==> src/rtl/udcnt_pkg.sv <==
// Shared types and next-count arithmetic for the up/down counter.
package udcnt_pkg;

  // Arithmetic width: supports counters up to 32 bits plus one overflow bit.
  localparam int unsigned CALC_W = 33;

  typedef enum logic [1:0] {
    IDLE   = 2'd0,
    HOLD   = 2'd1,
    REPEAT = 2'd2
  } state_e;

  typedef enum logic {
    DIR_DN = 1'b0,
    DIR_UP = 1'b1
  } dir_e;

  typedef struct packed {
    logic [CALC_W-1:0] val;
    logic              carry;
  } step_res_t;

  // One step in the given direction, saturating or wrapping at 0 / max_val.
  function automatic step_res_t next_count(
    input logic [CALC_W-1:0] cnt,
    input logic [CALC_W-1:0] step,
    input logic [CALC_W-1:0] max_val,
    input dir_e              dir,
    input logic              wrap_en
  );
    step_res_t r;
    r = '0;
    if (dir == DIR_UP) begin
      if (cnt + step <= max_val) begin
        r.val = cnt + step;
      end else if (wrap_en) begin
        r.val   = cnt + step - (max_val + CALC_W'(1));
        r.carry = 1'b1;
      end else begin
        r.val = max_val;
      end
    end else begin
      if (cnt >= step) begin
        r.val = cnt - step;
      end else if (wrap_en) begin
        r.val   = cnt + (max_val + CALC_W'(1)) - step;
        r.carry = 1'b1;
      end else begin
        r.val = '0;
      end
    end
    return r;
  endfunction

endpackage

==> src/rtl/udcnt_tick_gen.sv <==
// Free-running divider producing a one-cycle tick every DIV clk cycles.
// The first tick is high during the DIV-th cycle after reset release.
module udcnt_tick_gen #(
  parameter int unsigned DIV = 50000
) (
  input  logic clk,
  input  logic reset,
  output logic o_tick
);

  localparam int unsigned CNT_W = $clog2(DIV);
  localparam logic [CNT_W-1:0] CNT_LAST = CNT_W'(DIV - 1);
  localparam logic [CNT_W-1:0] CNT_PRE  = CNT_W'(DIV - 2);

  logic [CNT_W-1:0] r_cnt;
  logic             r_tick;

  // Divider count and registered tick, asserted while r_cnt sits at DIV-1.
  always_ff @(posedge clk or negedge reset) begin
    if (!reset) begin
      r_cnt  <= '0;
      r_tick <= 1'b0;
    end else begin
      r_cnt  <= (r_cnt == CNT_LAST) ? '0 : r_cnt + CNT_W'(1);
      r_tick <= (r_cnt == CNT_PRE);
    end
  end

  assign o_tick = r_tick;

endmodule

==> src/rtl/updown_counter_ar.sv <==
// Up/down counter with hold-to-repeat, programmable limit, step and
// saturate/wrap overflow. Optional feature macro: UDCNT_WRAP_EN enables the
// wrap input and the carry pulse; without it the counter always saturates.
module updown_counter_ar
  import udcnt_pkg::*;
#(
  parameter int unsigned WIDTH      = 16,
  parameter int unsigned MAX_VAL    = (2**WIDTH) - 1,
  parameter int unsigned STEP       = 1,
  parameter int unsigned DIV        = 50000,
  parameter int unsigned REPEAT_DLY = 8
) (
  input  logic             clk,
  input  logic             reset,
  input  logic             u,
  input  logic             d,
  input  logic             clr,
  input  logic             ld,
  input  logic [WIDTH-1:0] ld_val,
  input  logic             wrap,
  output logic [WIDTH-1:0] c_out,
  output logic             z,
  output logic             m,
  output logic             carry
);

  localparam int unsigned RPT_W = $clog2(REPEAT_DLY + 1);
  localparam logic [RPT_W-1:0]  RPT_LAST = RPT_W'(REPEAT_DLY - 1);
  localparam logic [CALC_W-1:0] MAX_C    = CALC_W'(MAX_VAL);
  localparam logic [CALC_W-1:0] STEP_C   = CALC_W'(STEP);

  logic             w_tick;
  logic             w_valid;
  dir_e             w_req_dir;
  logic             w_wrap_en;
  logic             w_step;
  state_e           r_state, w_state_nxt;
  dir_e             r_dir, w_dir_nxt;
  logic [RPT_W-1:0] r_rpt, w_rpt_nxt;
  logic [RPT_W-1:0] w_rpt_inc;
  logic [WIDTH-1:0] r_cnt;
  logic [WIDTH-1:0] w_ld_sat;
  step_res_t        w_res;
  logic             w_unused_hi;

  udcnt_tick_gen #(
    .DIV (DIV)
  ) u_tick_gen (
    .clk    (clk),
    .reset  (reset),
    .o_tick (w_tick)
  );

  assign w_valid   = u ^ d;
  assign w_req_dir = u ? DIR_UP : DIR_DN;
  assign w_rpt_inc = r_rpt + RPT_W'(1);

`ifdef UDCNT_WRAP_EN
  assign w_wrap_en = wrap;
`else
  logic w_unused_wrap;
  assign w_wrap_en     = 1'b0;
  assign w_unused_wrap = wrap;
`endif

  // FSM state, latched direction and repeat counter.
  always_ff @(posedge clk or negedge reset) begin
    if (!reset) begin
      r_state <= IDLE;
      r_dir   <= DIR_UP;
      r_rpt   <= '0;
    end else begin
      r_state <= w_state_nxt;
      r_dir   <= w_dir_nxt;
      r_rpt   <= w_rpt_nxt;
    end
  end

  // Next-state and step decision; clr/ld abort any hold/repeat sequence.
  always_comb begin
    w_state_nxt = r_state;
    w_dir_nxt   = r_dir;
    w_rpt_nxt   = r_rpt;
    w_step      = 1'b0;
    if (clr || ld) begin
      w_state_nxt = IDLE;
      w_rpt_nxt   = '0;
    end else if (w_tick) begin
      case (r_state)
        IDLE: begin
          if (w_valid) begin
            w_step      = 1'b1;
            w_dir_nxt   = w_req_dir;
            w_rpt_nxt   = '0;
            w_state_nxt = HOLD;
          end
        end
        HOLD: begin
          if (w_valid && (w_req_dir == r_dir)) begin
            w_rpt_nxt = w_rpt_inc;
            if (w_rpt_inc >= RPT_LAST) begin
              w_step      = 1'b1;
              w_state_nxt = REPEAT;
            end
          end else begin
            w_state_nxt = IDLE;
            w_rpt_nxt   = '0;
          end
        end
        REPEAT: begin
          if (w_valid && (w_req_dir == r_dir)) begin
            w_step = 1'b1;
          end else begin
            w_state_nxt = IDLE;
            w_rpt_nxt   = '0;
          end
        end
        default: begin
          w_state_nxt = IDLE;
          w_rpt_nxt   = '0;
        end
      endcase
    end
  end

  // Step result and clamped load value.
  always_comb begin
    w_res    = next_count(CALC_W'(r_cnt), STEP_C, MAX_C, w_dir_nxt, w_wrap_en);
    w_ld_sat = (CALC_W'(ld_val) > MAX_C) ? WIDTH'(MAX_C) : ld_val;
  end

  assign w_unused_hi = ^w_res.val[CALC_W-1:WIDTH];

  // Count register: clr beats ld beats a tick step.
  always_ff @(posedge clk or negedge reset) begin
    if (!reset) begin
      r_cnt <= '0;
    end else if (clr) begin
      r_cnt <= '0;
    end else if (ld) begin
      r_cnt <= w_ld_sat;
    end else if (w_step) begin
      r_cnt <= WIDTH'(w_res.val);
    end
  end

`ifdef UDCNT_WRAP_EN
  logic r_carry;

  // Carry pulse for the single cycle after a wrapping step.
  always_ff @(posedge clk or negedge reset) begin
    if (!reset) begin
      r_carry <= 1'b0;
    end else begin
      r_carry <= w_step && !clr && !ld && w_res.carry;
    end
  end

  assign carry = r_carry;
`else
  logic w_unused_carry;
  assign w_unused_carry = w_res.carry;
  assign carry          = 1'b0;
`endif

  assign c_out = r_cnt;
  assign z     = (r_cnt == '0);
  assign m     = (r_cnt == WIDTH'(MAX_VAL));

endmodule
==> config.mk <==
export PLATFORM = sky130hd
export DESIGN_NAME = updown_counter_ar
export DESIGN_NICKNAME = d
export VERILOG_FILES = /design/src/rtl/udcnt_pkg.sv /design/src/rtl/udcnt_tick_gen.sv /design/src/rtl/updown_counter_ar.sv
export SDC_FILE = /design/constraint.sdc
export NUM_CORES = 1
export LEC_CHECK = 0
export ABC_AREA = 1
export BUFFER_PORTS_ARGS = -buffer_cell sky130_fd_sc_hd__clkbuf_2
export CAP_MARGIN = 20
export CELL_PAD_IN_SITES_DETAIL_PLACEMENT = 0
export CELL_PAD_IN_SITES_GLOBAL_PLACEMENT = 1
export CORE_MARGIN = 2
export CORE_UTILIZATION = 41
export CTS_CLUSTER_DIAMETER = 60
export DETAILED_ROUTE_END_ITERATION = 7
export GPL_TIMING_DRIVEN = 0
export PLACE_DENSITY = 0.91
export SYNTH_ARGS = -nofsm -noshare
export SYNTH_HDL_FRONTEND = slang
export SYNTH_SLANG_ARGS = --single-unit
export TNS_END_PERCENT = 5
==> constraint.sdc <==
create_clock -name clk -period 2.2 [get_ports clk]
set_input_delay 0.33 -clock clk [delete_from_list [all_inputs] [get_ports clk]]
set_output_delay 0.33 -clock clk [all_outputs]
set_load 0.02 [all_outputs]
# Word level (Yosys, flattened, before mapping)
# Index checks and enable logic that the tools add are counted.
# totals
register_bits	40
word_cells	63
inputBits	23
# op_classes
n_eq_ne	9
n_bitwise	1
magnitude_cmp	3
addsub	4
muxes	32
reduce_logical	8
# ops
cell	n
$mux 16	6
$eq 16x16->1 const B	3
$mux 4	5
$add 16x1->17 const B	1
$le 17x16->1 const B	1
$mux 17	1
$add 16x1->16 const B	1
$ge 16x1->1 const B	1
$logic_not 16->1	1
$sub 16x1->16 const B	1
$mux 2	6
$pmux 4 s3	1
$mux 1	11
$ne 3x3->1 const B	2
$pmux 2 s3	1
$add 4x1->4 const B	1
$ge 4x3->1 const B	1
$ne 4x4->1 const B	1
$reduce_and 4->1	1
$pmux 1 s3	1
$reduce_and 3->1	1
$reduce_bool 3->1	1
$eq 2x1->1 const B	1
$eq 2x2->1 const B	1
other kinds (6)	6

# Logic depth before layout (Yosys ltp)
# Gate-level depths: netlist of run 1.
# logic_depth
ltp_word	10
ltp_mapped	17
mapped_depth_nobuf	16

# Hierarchy
# A second synthesis of run 1 with hierarchy kept.
# hier_totals
hier_cells	560
hier_area_um2	3524.6
# modules_own_cells
module	cells_per_inst	n_inst	area_each_um2
updown_counter_ar	438	1	2582.5
udcnt_tick_gen	122	1	942.2

# Least setup slack after synthesis of run 1
# No wires, ideal clock.
# synth_path
kind	register -> output
from	register r_cnt[1], in the netlist c_out[1]
to	output port m
path_stages_with_launch	8
t_arrival_ps	1724
path_slack_ps	146
n_path_buf	1
required_time_ps	1870
cell_sequence	dfrtp_1 > ha_1 > nand2_1 > nor2_4 > nand4_1 > nand3b_2 > buf_6 > inv_1
# synth_via
elab_chain_cells	1
# synth_lines
item	line_no	text
start, declared	updown_counter_ar.sv:41	logic [WIDTH-1:0] r_cnt;
start signal, assigned	updown_counter_ar.sv:141	r_cnt <= w_ld_sat;
start signal, assigned	updown_counter_ar.sv:143	r_cnt <= WIDTH'(w_res.val);
$eq 16x16->1	updown_counter_ar.sv:168	assign m = (r_cnt == WIDTH'(MAX_VAL));
end, declared	updown_counter_ar.sv:23	output logic m,
# No other way between the ends.

# Worst setup path after layout of run 1
# layout_path
from	register r_cnt[6], in the netlist c_out[6]
to	register r_cnt[14], in the netlist c_out[14]
# layout_via
elab_chain_cells	7
elab_cells_between_ends	10
cone_classes	add/sub (2); order compare (2); mux (6)
# layout_lines
item	line_no	text
$add 16x1->17	-	
$le 17x16->1	udcnt_pkg.sv:34	if (cnt + step <= max_val) begin
$mux 16	udcnt_pkg.sv:34	
$mux 17 *	udcnt_pkg.sv:33	if (dir == DIR_UP) begin
$mux 16 *	updown_counter_ar.sv:142	end else if (w_step) begin
$mux 16 *	updown_counter_ar.sv:140	end else if (ld) begin
$mux 16 *	updown_counter_ar.sv:138	end else if (clr) begin
# Mark *: on every way between the ends. The rest lies on a longest branch, timed or not. The select of a mux whose other input is x is not followed.
# A chain may end at the register's enable or synchronous reset.

==> results of run 1 <==
registers in the layout, summed over array words and instances (netlist names):
signal / cells
c_out: 16
u_tick_gen.r_cnt: 16
r_rpt: 4
r_state: 2
r_dir: 1
u_tick_gen.o_tick: 1
synthesized netlist by cell type:
| cell type | n | area (um^2) |
|---|---|---|
| a21oi_1 | 4 | 20.0 |
| a31o_2 | 1 | 8.76 |
| a31oi_1 | 4 | 25.0 |
| a41oi_1 | 1 | 8.76 |
| buf_4 | 3 | 22.5 |
| buf_6 | 4 | 45.0 |
| clkbuf_1 | 2 | 7.51 |
| clkbuf_2 | 1 | 5.00 |
| clkbuf_8 | 3 | 41.3 |
| clkdlybuf4s15_1 | 1 | 10.0 |
| clkdlybuf4s15_2 | 1 | 11.3 |
| clkinv_1 | 1 | 3.75 |
| conb_1 | 1 | 3.75 |
| dfrtp_1 | 39 | 976 |
| dfstp_2 | 1 | 26.3 |
| dlymetal6s2s_1 | 1 | 12.5 |
| ha_1 | 9 | 113 |
| inv_1 | 58 | 218 |
| inv_2 | 1 | 3.75 |
| nand2_1 | 165 | 619 |
| nand2_2 | 1 | 6.26 |
| nand3_1 | 38 | 190 |
| nand3_2 | 1 | 10.0 |
| nand3b_2 | 1 | 11.3 |
| nand4_1 | 11 | 68.8 |
| nor2_1 | 98 | 368 |
| nor2_2 | 1 | 6.26 |
| nor2_4 | 2 | 22.5 |
| nor3_1 | 7 | 35.0 |
| nor3b_1 | 4 | 30.0 |
| nor4_1 | 2 | 12.5 |
| o21ai_0 | 24 | 120 |
| o21ai_1 | 2 | 10.0 |
| o21ai_2 | 1 | 8.76 |
| o22ai_1 | 4 | 25.0 |
| o31ai_1 | 1 | 7.51 |
| or2_1 | 1 | 6.26 |
| or3_1 | 1 | 6.26 |
| xnor2_1 | 2 | 17.5 |
| xor2_1 | 20 | 175 |
metal layers:
metal | up-vias | share of wire (%) | GRT usage, %
met4 | 0 | 1.2 | 5.19
met5 | - | 0 | 0
li1 | 1765 | - | -
met3 | 10 | 4.1 | 2.41
met1 | 1578 | 45 | 26.8
met2 | 74 | 50 | 36.7
area by class of cell:
class	count	share of cell area, %
multi-input cells	407	51.7
flip-flops and latches	40	25.2
repair inverters	1	0.187
repair buffers	56	8.58
plain buffers	13	3.03
well taps	102	3.18
inverters	60	5.68
clock buffers	8	2.50
power by group through the flow:
stage	Combinational, mW	Sequential [mW]	Clock [mW]
after floorplan	0.363	0.861	0
after global placement	0.560	0.833	0
after detailed placement	0.560	0.834	0
after CTS	0.580	0.830	0.561
after global routing	0.717	0.836	0.585
final	0.638	0.831	0.537
worst max path at each step:
| stage | endpoint | startpoint | slack, ns |
|---|---|---|---|
| 5_1_grt | c_out[14]$_DFFE_PN0P_ | c_out[4]$_DFFE_PN0P_ | -0.08 |
| 3_3_place_gp | c_out[9]$_DFFE_PN0P_ | c_out[0]$_DFFE_PN0P_ | -0.19 |
| 4_1_cts | c_out[11]$_DFFE_PN0P_ | c_out[0]$_DFFE_PN0P_ | 0.02 |
| 6_report | c_out[14]$_DFFE_PN0P_ | c_out[6]$_DFFE_PN0P_ | 0.07 |
| 3_5_place_dp | c_out[9]$_DFFE_PN0P_ | c_out[0]$_DFFE_PN0P_ | -0.15 |
| 2_1_floorplan | m | c_out[1]$_DFFE_PN0P_ | 0.15 |
cells by family after synthesis:
kind of cell | Yosys count | share of synthesized area [%]
compound gates | 42 | 7.05
xor+xnor | 22 | 5.81
fa+ha+maj | 9 | 3.39
buf+inv | 76 | 11.5
flops | 40 | 30.2
other cells | 1 | 0.113
simple gates | 333 | 42.0
worst max-delay path, cell delays in order (launching register included):
cell and delay [ns]:
dfrtp_1 0.37, buf_6 0.15, nand2_1 0.10, inv_1 0.07, nand2_1 0.05, nor2_1 0.20
nand3_1 0.16, xor2_2 0.21, nor2_1 0.09, nand2_2 0.11, buf_2 0.19, nand3_1 0.11
nand2_1 0.07, nand2_1 0.05, nand2_1 0.05, nand2_1 0.04
stage by stage:
stage               instance area [um^2]  cells  worst slack [ns]  util [%]
floorplan                           3320    523             0.146         -
global placement                    3640    664            -0.188      46.9
detailed placement                  3640    664            -0.149      46.9
CTS                                 3810    675            0.0197      49.1
global route                        4010    687           -0.0794      51.6
finish                              4010    687            0.0740      51.6
repair_timing:
item / in CTS / in global routing
gates resized for setup: 20 / 29
buffers inserted: 6 / 8
endpoints found under the hold margin: 0 / 12
hold buffers: 0 / 1
endpoints found under the setup margin: 15 / 20
pin swaps: 2 / 10
gates cloned: 0 / 2
==> metrics, run 1 <==
total core area 7770 um^2; Die Span X 94.0 um; Die Ht 94.0 um; FP Rows 32; CTS buffer count 5; Tot GR Track Use 20.7%; Initial Utilization 42.7%; Mapped Nets 555; TritonCTS clock tree built; clock root buffer clkbuf_8; Syn Inst Count 523; synthesized cell area 3320 um^2; Peak VDD IR 0.337 mV; clk_lat worst skew 0.29 ns; largest net degree at the start of global routing 41; drt wl/cell 13.1 um; CP Class flip-flop to flip-flop; Worst Tran Pin Value 0.631 ns; critical path arrival 2.31 ns; Avg Cell Area, Syn 6.34 um^2; cell-internal power 1.30 mW; most frequent cells in the layout nand2_1 (158), nor2_1 (83), inv_1 (57); via/cell ratio 4.99; Pwr Total 2.01 mW; Pleak 2.05 nW; WHS 0.342 ns; Placer Congestion 0.925; H-tree Lvls 2; Clk pwr share 26.8%; setup slack, reg-to-reg 0.07 ns; min-delay src ld_val[0]; status complete, no violations; grt ovf 0; Power Dens Cells 500 nW/um^2; n_diodes 0; most common cell after layout, fill and taps aside nand2_1; area of the multi-input gates 2070 um^2; post-DP HPWL 6650 um; Area Overhead vs Synth 20.9%; switching share of power 35.3%; Yosys cell types 40; Final Max Slew Viols 0; Routed Antenna Nets 0; fillcell total 814; final worst-path cycle share 96.6%; Hold Path Depth 3; reg2reg end c_out[14]$_DFFE_PN0P_; Max-slew headroom 57.6%; CP Launch Type flip-flop; Flop pwr share 41.4%; minimum clock period 2.13 ns; max_cap viols 0; via count 3427; Worst Reg-to-Reg Cells 15; Final nets 616; # DRC 0; Worst-path clk slew 0.08 ns; Buffers on Ports 39; DRT iter0 DRCs 186; Pre-antenna DRT Iters 4; required time of the worst setup path 2.38 ns; initial antenna violation count 0; FMAX 470 MHz; first-pass GRT wire length 14700 um; unrepaired setup endpoints after global routing true; number of global-route vias before repair 3192; CP Max Fanout 9; crit end category flip-flop; share of post-route cells with drive strength above 1 20.3%; WHS Endpoint c_out[0]$_DFFE_PN0P_; NetSw 709 uW; post-synthesis sequential area ratio 30.2%; Bufs on Longest Clock Path 2; Layout Skew 0.00886 ns; TritonCTS Sinks 40; DRT Wirelength 8970 um; post-route setup TNS 0 ns; Synth Register Bits 40; yosys warns 0; setup violators final 0; Reg area 1010 um^2; RR Startpoint c_out[6]$_DFFE_PN0P_; Min-Delay Path Class input pin to flip-flop; Hold Violations, Final 0; Boundary Pins 42; die area 8830 um^2; logic gate share of total power 31.8%
(Power assumes the default switching activity.)
==> run 2: changes to the inputs <==
- CELL_PAD_IN_SITES_DETAIL_PLACEMENT: 0 -> not set
- CELL_PAD_IN_SITES_GLOBAL_PLACEMENT: 1 -> not set
- CORE_UTILIZATION: 41 -> 55
- PLACE_DENSITY: 0.91 -> 0.87
==> run 2 against run 1 <==
- die area fell by 24%
- routed wire length rose by 1.0%
- non-clock buffer count fell by 1
- clock skew rose by 0.0042 ns
- critical path type unchanged
- largest cell class unchanged
==> metrics, run 2 (synthesis gave the netlist of run 1 again) <==
status complete, no violations; drt wl/cell 13.8 um; Hold Violations, Final 0; final worst-path cycle share 98.1%; reg2reg end c_out[11]$_DFFE_PN0P_; FP Rows 28; required time of the worst setup path 2.38 ns; H-tree Lvls 2; Power Dens Cells 533 nW/um^2; Worst-path clk slew 0.09 ns; share of post-route cells with drive strength above 1 19.9%; post-DP HPWL 6470 um; TritonCTS Sinks 40; Min-Delay Path Class input pin to flip-flop; cell-internal power 1.40 mW; Die Ht 81.7 um; critical path arrival 2.34 ns; first-pass GRT wire length 14800 um; DRT iter0 DRCs 391; Final nets 615; Final Max Slew Viols 0; Boundary Pins 42; Pleak 2.05 nW; Placer Congestion 0.931; n_diodes 0; pre-CTS setup slack -0.124 ns; Pwr Total 2.11 mW; RR Startpoint c_out[0]$_DFFE_PN0P_; setup violators final 0; Routed Antenna Nets 0; FMAX 463 MHz; CP Launch Type flip-flop; Hold Path Depth 5; Flop pwr share 39.4%; number of global-route vias before repair 3269; max_cap viols 0; switching share of power 33.8%; Worst Tran Pin Value 0.603 ns; min-delay src ld_val[1]; initial antenna violation count 0; logic gate share of total power 29.2%; WHS Endpoint c_out[1]$_DFFE_PN0P_; via count 3592; Peak VDD IR 0.454 mV; Pre-antenna DRT Iters 5; Tot GR Track Use 28.4%; CTS buffer count 5; Buffers on Ports 39; Layout Skew 0.0130 ns; Die Span X 81.7 um; most common cell after layout, fill and taps aside nand2_1; Clk pwr share 31.4%; TritonCTS clock tree built; die area 6670 um^2; minimum clock period 2.16 ns; post-route setup TNS 0 ns; fillcell total 515; Initial Utilization 56.4%; Area Overhead vs Synth 19.4%; clk_lat worst skew 0.30 ns; Bufs on Longest Clock Path 2; Max-slew headroom 59.5%; via/cell ratio 5.45; worst setup path startpoint c_out[0]$_DFFE_PN0P_; Worst Reg-to-Reg Cells 18; setup slack, reg-to-reg 0.04 ns; unrepaired setup endpoints after global routing true; largest net degree at the start of global routing 41; clock root buffer clkbuf_8; grt ovf 0; CP Class flip-flop to flip-flop; Final WS setup 0.0418 ns; CP Max Fanout 10; most frequent cells in the layout nand2_1 (158), nor2_1 (85), inv_1 (57); # DRC 0; crit end category flip-flop; NetSw 714 uW; total core area 5890 um^2; DRT Wirelength 9060 um
## run 2: cell types whose count changed in the layout (fill, tap and decap cells not counted), sizes merged
cell	change
bufinv	+1
buf	-2
## run 2: final cells by class
cell class	instances	area [um^2]	area share [%]
Timing Repair inverter	1	7.51	0.189
Clock inverter	1	30.0	0.758
Tap cell	75	93.8	2.37
Clock buffer	7	96.3	2.43
Buffer	13	121	3.06
Timing Repair Buffer	55	330	8.34
Multi-Input combinational cell	407	2050	51.7
Sequential cell	40	1010	25.5
Inverter	60	225	5.68
## run 2: worst max-delay path, stage by stage, from the launching register on
cell and delay [ns]:
dfrtp_2 0.46, ha_4 0.18, nand2_2 0.07, nor2_4 0.04
buf_4 0.16, nand2_1 0.09, nand2_2 0.09, buf_4 0.14
nor2_1 0.08, nand2_1 0.08, nand3_1 0.10, nor2_2 0.05
nand2_2 0.06, buf_6 0.13, nand3_1 0.10, nand2_1 0.07
nand2_1 0.04, nand2_1 0.05, nand2_1 0.04
## run 2: power by group through the flow
stage / registers [mW] / clock network (mW) / logic, mW
floorplan: 0.861 / 0 / 0.363
global placement: 0.831 / 0 / 0.546
detailed placement: 0.833 / 0 / 0.558
CTS: 0.821 / 0.669 / 0.578
global route: 0.835 / 0.709 / 0.689
finish: 0.832 / 0.663 / 0.617
## run 2: how the worst max path moves through the flow
| stage | to | slack, ns | depth (start not counted) |
|---|---|---|---|
| floorplan | m | 0.15 | 7 |
| global placement | c_out[9]$_DFFE_PN0P_ | -0.08 | 11 |
| detailed placement | c_out[9]$_DFFE_PN0P_ | -0.12 | 11 |
| CTS | z | -0.01 | 6 |
| global route | c_out[14]$_DFFE_PN0P_ | -0.14 | 17 |
| finish | c_out[11]$_DFFE_PN0P_ | 0.04 | 18 |
## run 2: routing by layer
metal	track usage [%]	share of wire [%]	vias to the layer above	wire length [um]
li1	-	-	1768	-
met1	36.1	40	1608	3630
met2	50.5	50	176	4510
met3	4.18	7.4	40	670
met4	7.33	2.8	0	258
met5	0	0	-	0
## run 2: timing repair
item / CTS / global route
pin swaps: 1 / 10
setup buffers: 5 / 9
resized for setup: 14 / 26
hold buffers: 0 / 1
setup endpoints to repair: 14 / 20
endpoints found under the hold margin: 0 / 7
cloned: 0 / 1
## run 2: per-stage QoR
| step | instance area [um^2] | std cells | utilization (%) | hold WS (ns) |
|---|---|---|---|---|
| 5_1_grt | 3960 | 659 | 67.3 | 0.368 |
| 3_3_place_gp | 3610 | 637 | 61.3 | 0.472 |
| 2_1_floorplan | 3320 | 523 | - | 0.0344 |
| 4_1_cts | 3800 | 649 | 64.6 | 0.229 |
| 3_5_place_dp | 3610 | 637 | 61.3 | 0.487 |
| 6_report | 3960 | 659 | 67.3 | 0.362 |
==> run 3: changes to the inputs <==
- CORE_UTILIZATION: 55 -> 25
- PLACE_DENSITY: 0.87 -> 0.52
==> run 3 against run 2 <==
- clock skew is 0.0076 ns lower
- via count is 5.0% lower
- worst hold slack better by 0.019 ns
- sequential share of layout area is 0.93 points lower
- core utilization is 36 points lower
- final area is 3.8% higher
- non-clock buffer count is 4 lower
- clock power is 33% higher
- critical path type is now flip-flop to output port
- critical endpoint is now m
==> metrics, run 3 (synthesis gave the netlist of run 1 again) <==
CP top delay family simple AND/OR/NAND/NOR gates; Layout Skew 0.00545 ns; Tot GR Track Use 13.4%; first-pass GRT wire length 15600 um; critical path arrival 1.78 ns; setup violators final 0; Initial Utilization 25.4%; share of post-route cells with drive strength above 1 18.7%; drt wl/cell 12.3 um; TritonCTS Sinks 40; pre-CTS setup slack -0.226 ns; final cell count without fillers 755; CP max-delay cell dfrtp_2; CTS buffer count 5; TritonCTS clock tree built; FP Rows 42; Pwr Total 2.33 mW; via/cell ratio 4.52; Final WS setup 0.0916 ns; Min-Delay Path Class input pin to flip-flop; DRT iter0 DRCs 145; final worst-path cycle share 95.8%; clk_lat worst skew 0.28 ns; Max-slew headroom 59.1%; fin util 31.4%; Worst-path clk slew 0.06 ns; WHS 0.382 ns; Worst Tran Pin Value 0.608 ns; Power Dens Cells 567 nW/um^2; FMAX 474 MHz; post-route setup TNS 0 ns; clock root buffer clkbuf_16; Buffers on Ports 39; Pleak 2.07 nW; n_diodes 0; Placer Congestion 0.853; setup slack, reg-to-reg 0.15 ns; Pre-antenna DRT Iters 7; post-route cell area 4110 um^2; initial antenna violation count 0; Routed Antenna Nets 0; post-DP HPWL 7180 um; max incr delay on CP 0.42 ns; unrepaired setup endpoints after global routing true; CP Launch Type flip-flop; H-tree Lvls 2; number of global-route vias before repair 3265; die area 14200 um^2; required time of the worst setup path 1.87 ns; total core area 13100 um^2; CP Max Fanout 10; minimum clock period 2.11 ns; # DRC 0; Placed Area 3730 um^2; most common cell after layout, fill and taps aside nand2_1; largest net degree at the start of global routing 41; Area Overhead vs Synth 23.9%; CP bufs+invs 3; status complete, no violations; Die Span X 119 um; Peak VDD IR 0.298 mV; most frequent cells in the layout nand2_1 (159), nor2_1 (86), inv_1 (57); grt ovf 0; Hold Violations, Final 0; Final Max Slew Viols 0; max_cap viols 0; Bufs on Longest Clock Path 2; placed insts 738; Boundary Pins 42; DRT Wirelength 9280 um; Die Ht 119 um; Final nets 610; crit end category output port; CP cell instances ha_4 > nand2_2 > nor2_4 > nand4_1 > nand3b_4 > buf_6 > inv_1 > clkbuf_2; CP Class flip-flop to output port; via count 3414
==> run 3: changes by cell type in the layout (fill, tap and decap cells not counted), moves of 2 or more <==
cell / change
buf_4: -5
clkbuf_8: -5
nand2_2: -2
clkbuf_16: +5
==> run 3: power breakdown <==
group	internal (mW)	switching (mW)
Sequential	0.772	0.0638
Combinational	0.227	0.390
Clock	0.597	0.284
Total	1.60	0.737
==> run 3: worst register-to-register path, cell delays in order, from the launching register on <==
cell and delay [ns]:
dfrtp_2 0.45, ha_4 0.19, nand2_2 0.08, nor2_4 0.05, buf_4 0.14, nand2_1 0.08, nand2_2 0.08, nor2_2 0.12
nand2_1 0.06, nor2_1 0.08, nand2_1 0.06, nor2_2 0.09, nand2_2 0.08, buf_6 0.15, nand3_1 0.06, nand2_1 0.06
nand2_1 0.06, nand2_1 0.05, nand2_1 0.06
==> run 3: path summary, 6_finish.rpt <==
path | from | endpoint | depth (start not counted)
setup / recovery | c_out[1]$_DFFE_PN0P_ | m | 8
setup reg to reg | c_out[0]$_DFFE_PN0P_ | c_out[6]$_DFFE_PN0P_ | 18
min in group asynchronous | reset | u_tick_gen.r_cnt[7]$_DFF_PN0_ | 2
max in group asynchronous | reset | r_dir$_DFF_PN1_ | 3
hold reg to reg | u_tick_gen.r_cnt[0]$_DFF_PN0_ | u_tick_gen.r_cnt[0]$_DFF_PN0_ | 1
hold / removal | ld_val[12] | c_out[12]$_DFFE_PN0P_ | 5
==> run 3: routing by layer <==
metal,GRT usage [%],up-vias,part of all wire [%]
li1,-,1754,-
met1,16.8,1574,45
met2,23.6,73,49
met3,2.06,13,3.8
met4,4.17,0,2.0
met5,0,-,0
==> run 3: timing repair <==
item                       4_1_cts  5_1_grt
gates resized for setup         15       23
hold buffers                     0        1
setup endpoints to repair       15       18
buffers inserted                 9        1
pin swaps                        2        3
hold endpoints to repair         0        4
==> run 3: final cells by class <==
class	instances	area [um^2]
inverters	60	228
repair buffers	51	315
well taps	176	220
plain buffers	13	121
fillers	1436	8970
flip-flops and latches	40	1010
multi-input cells	407	2030
clock buffers	7	153
clock inverters	1	30.0
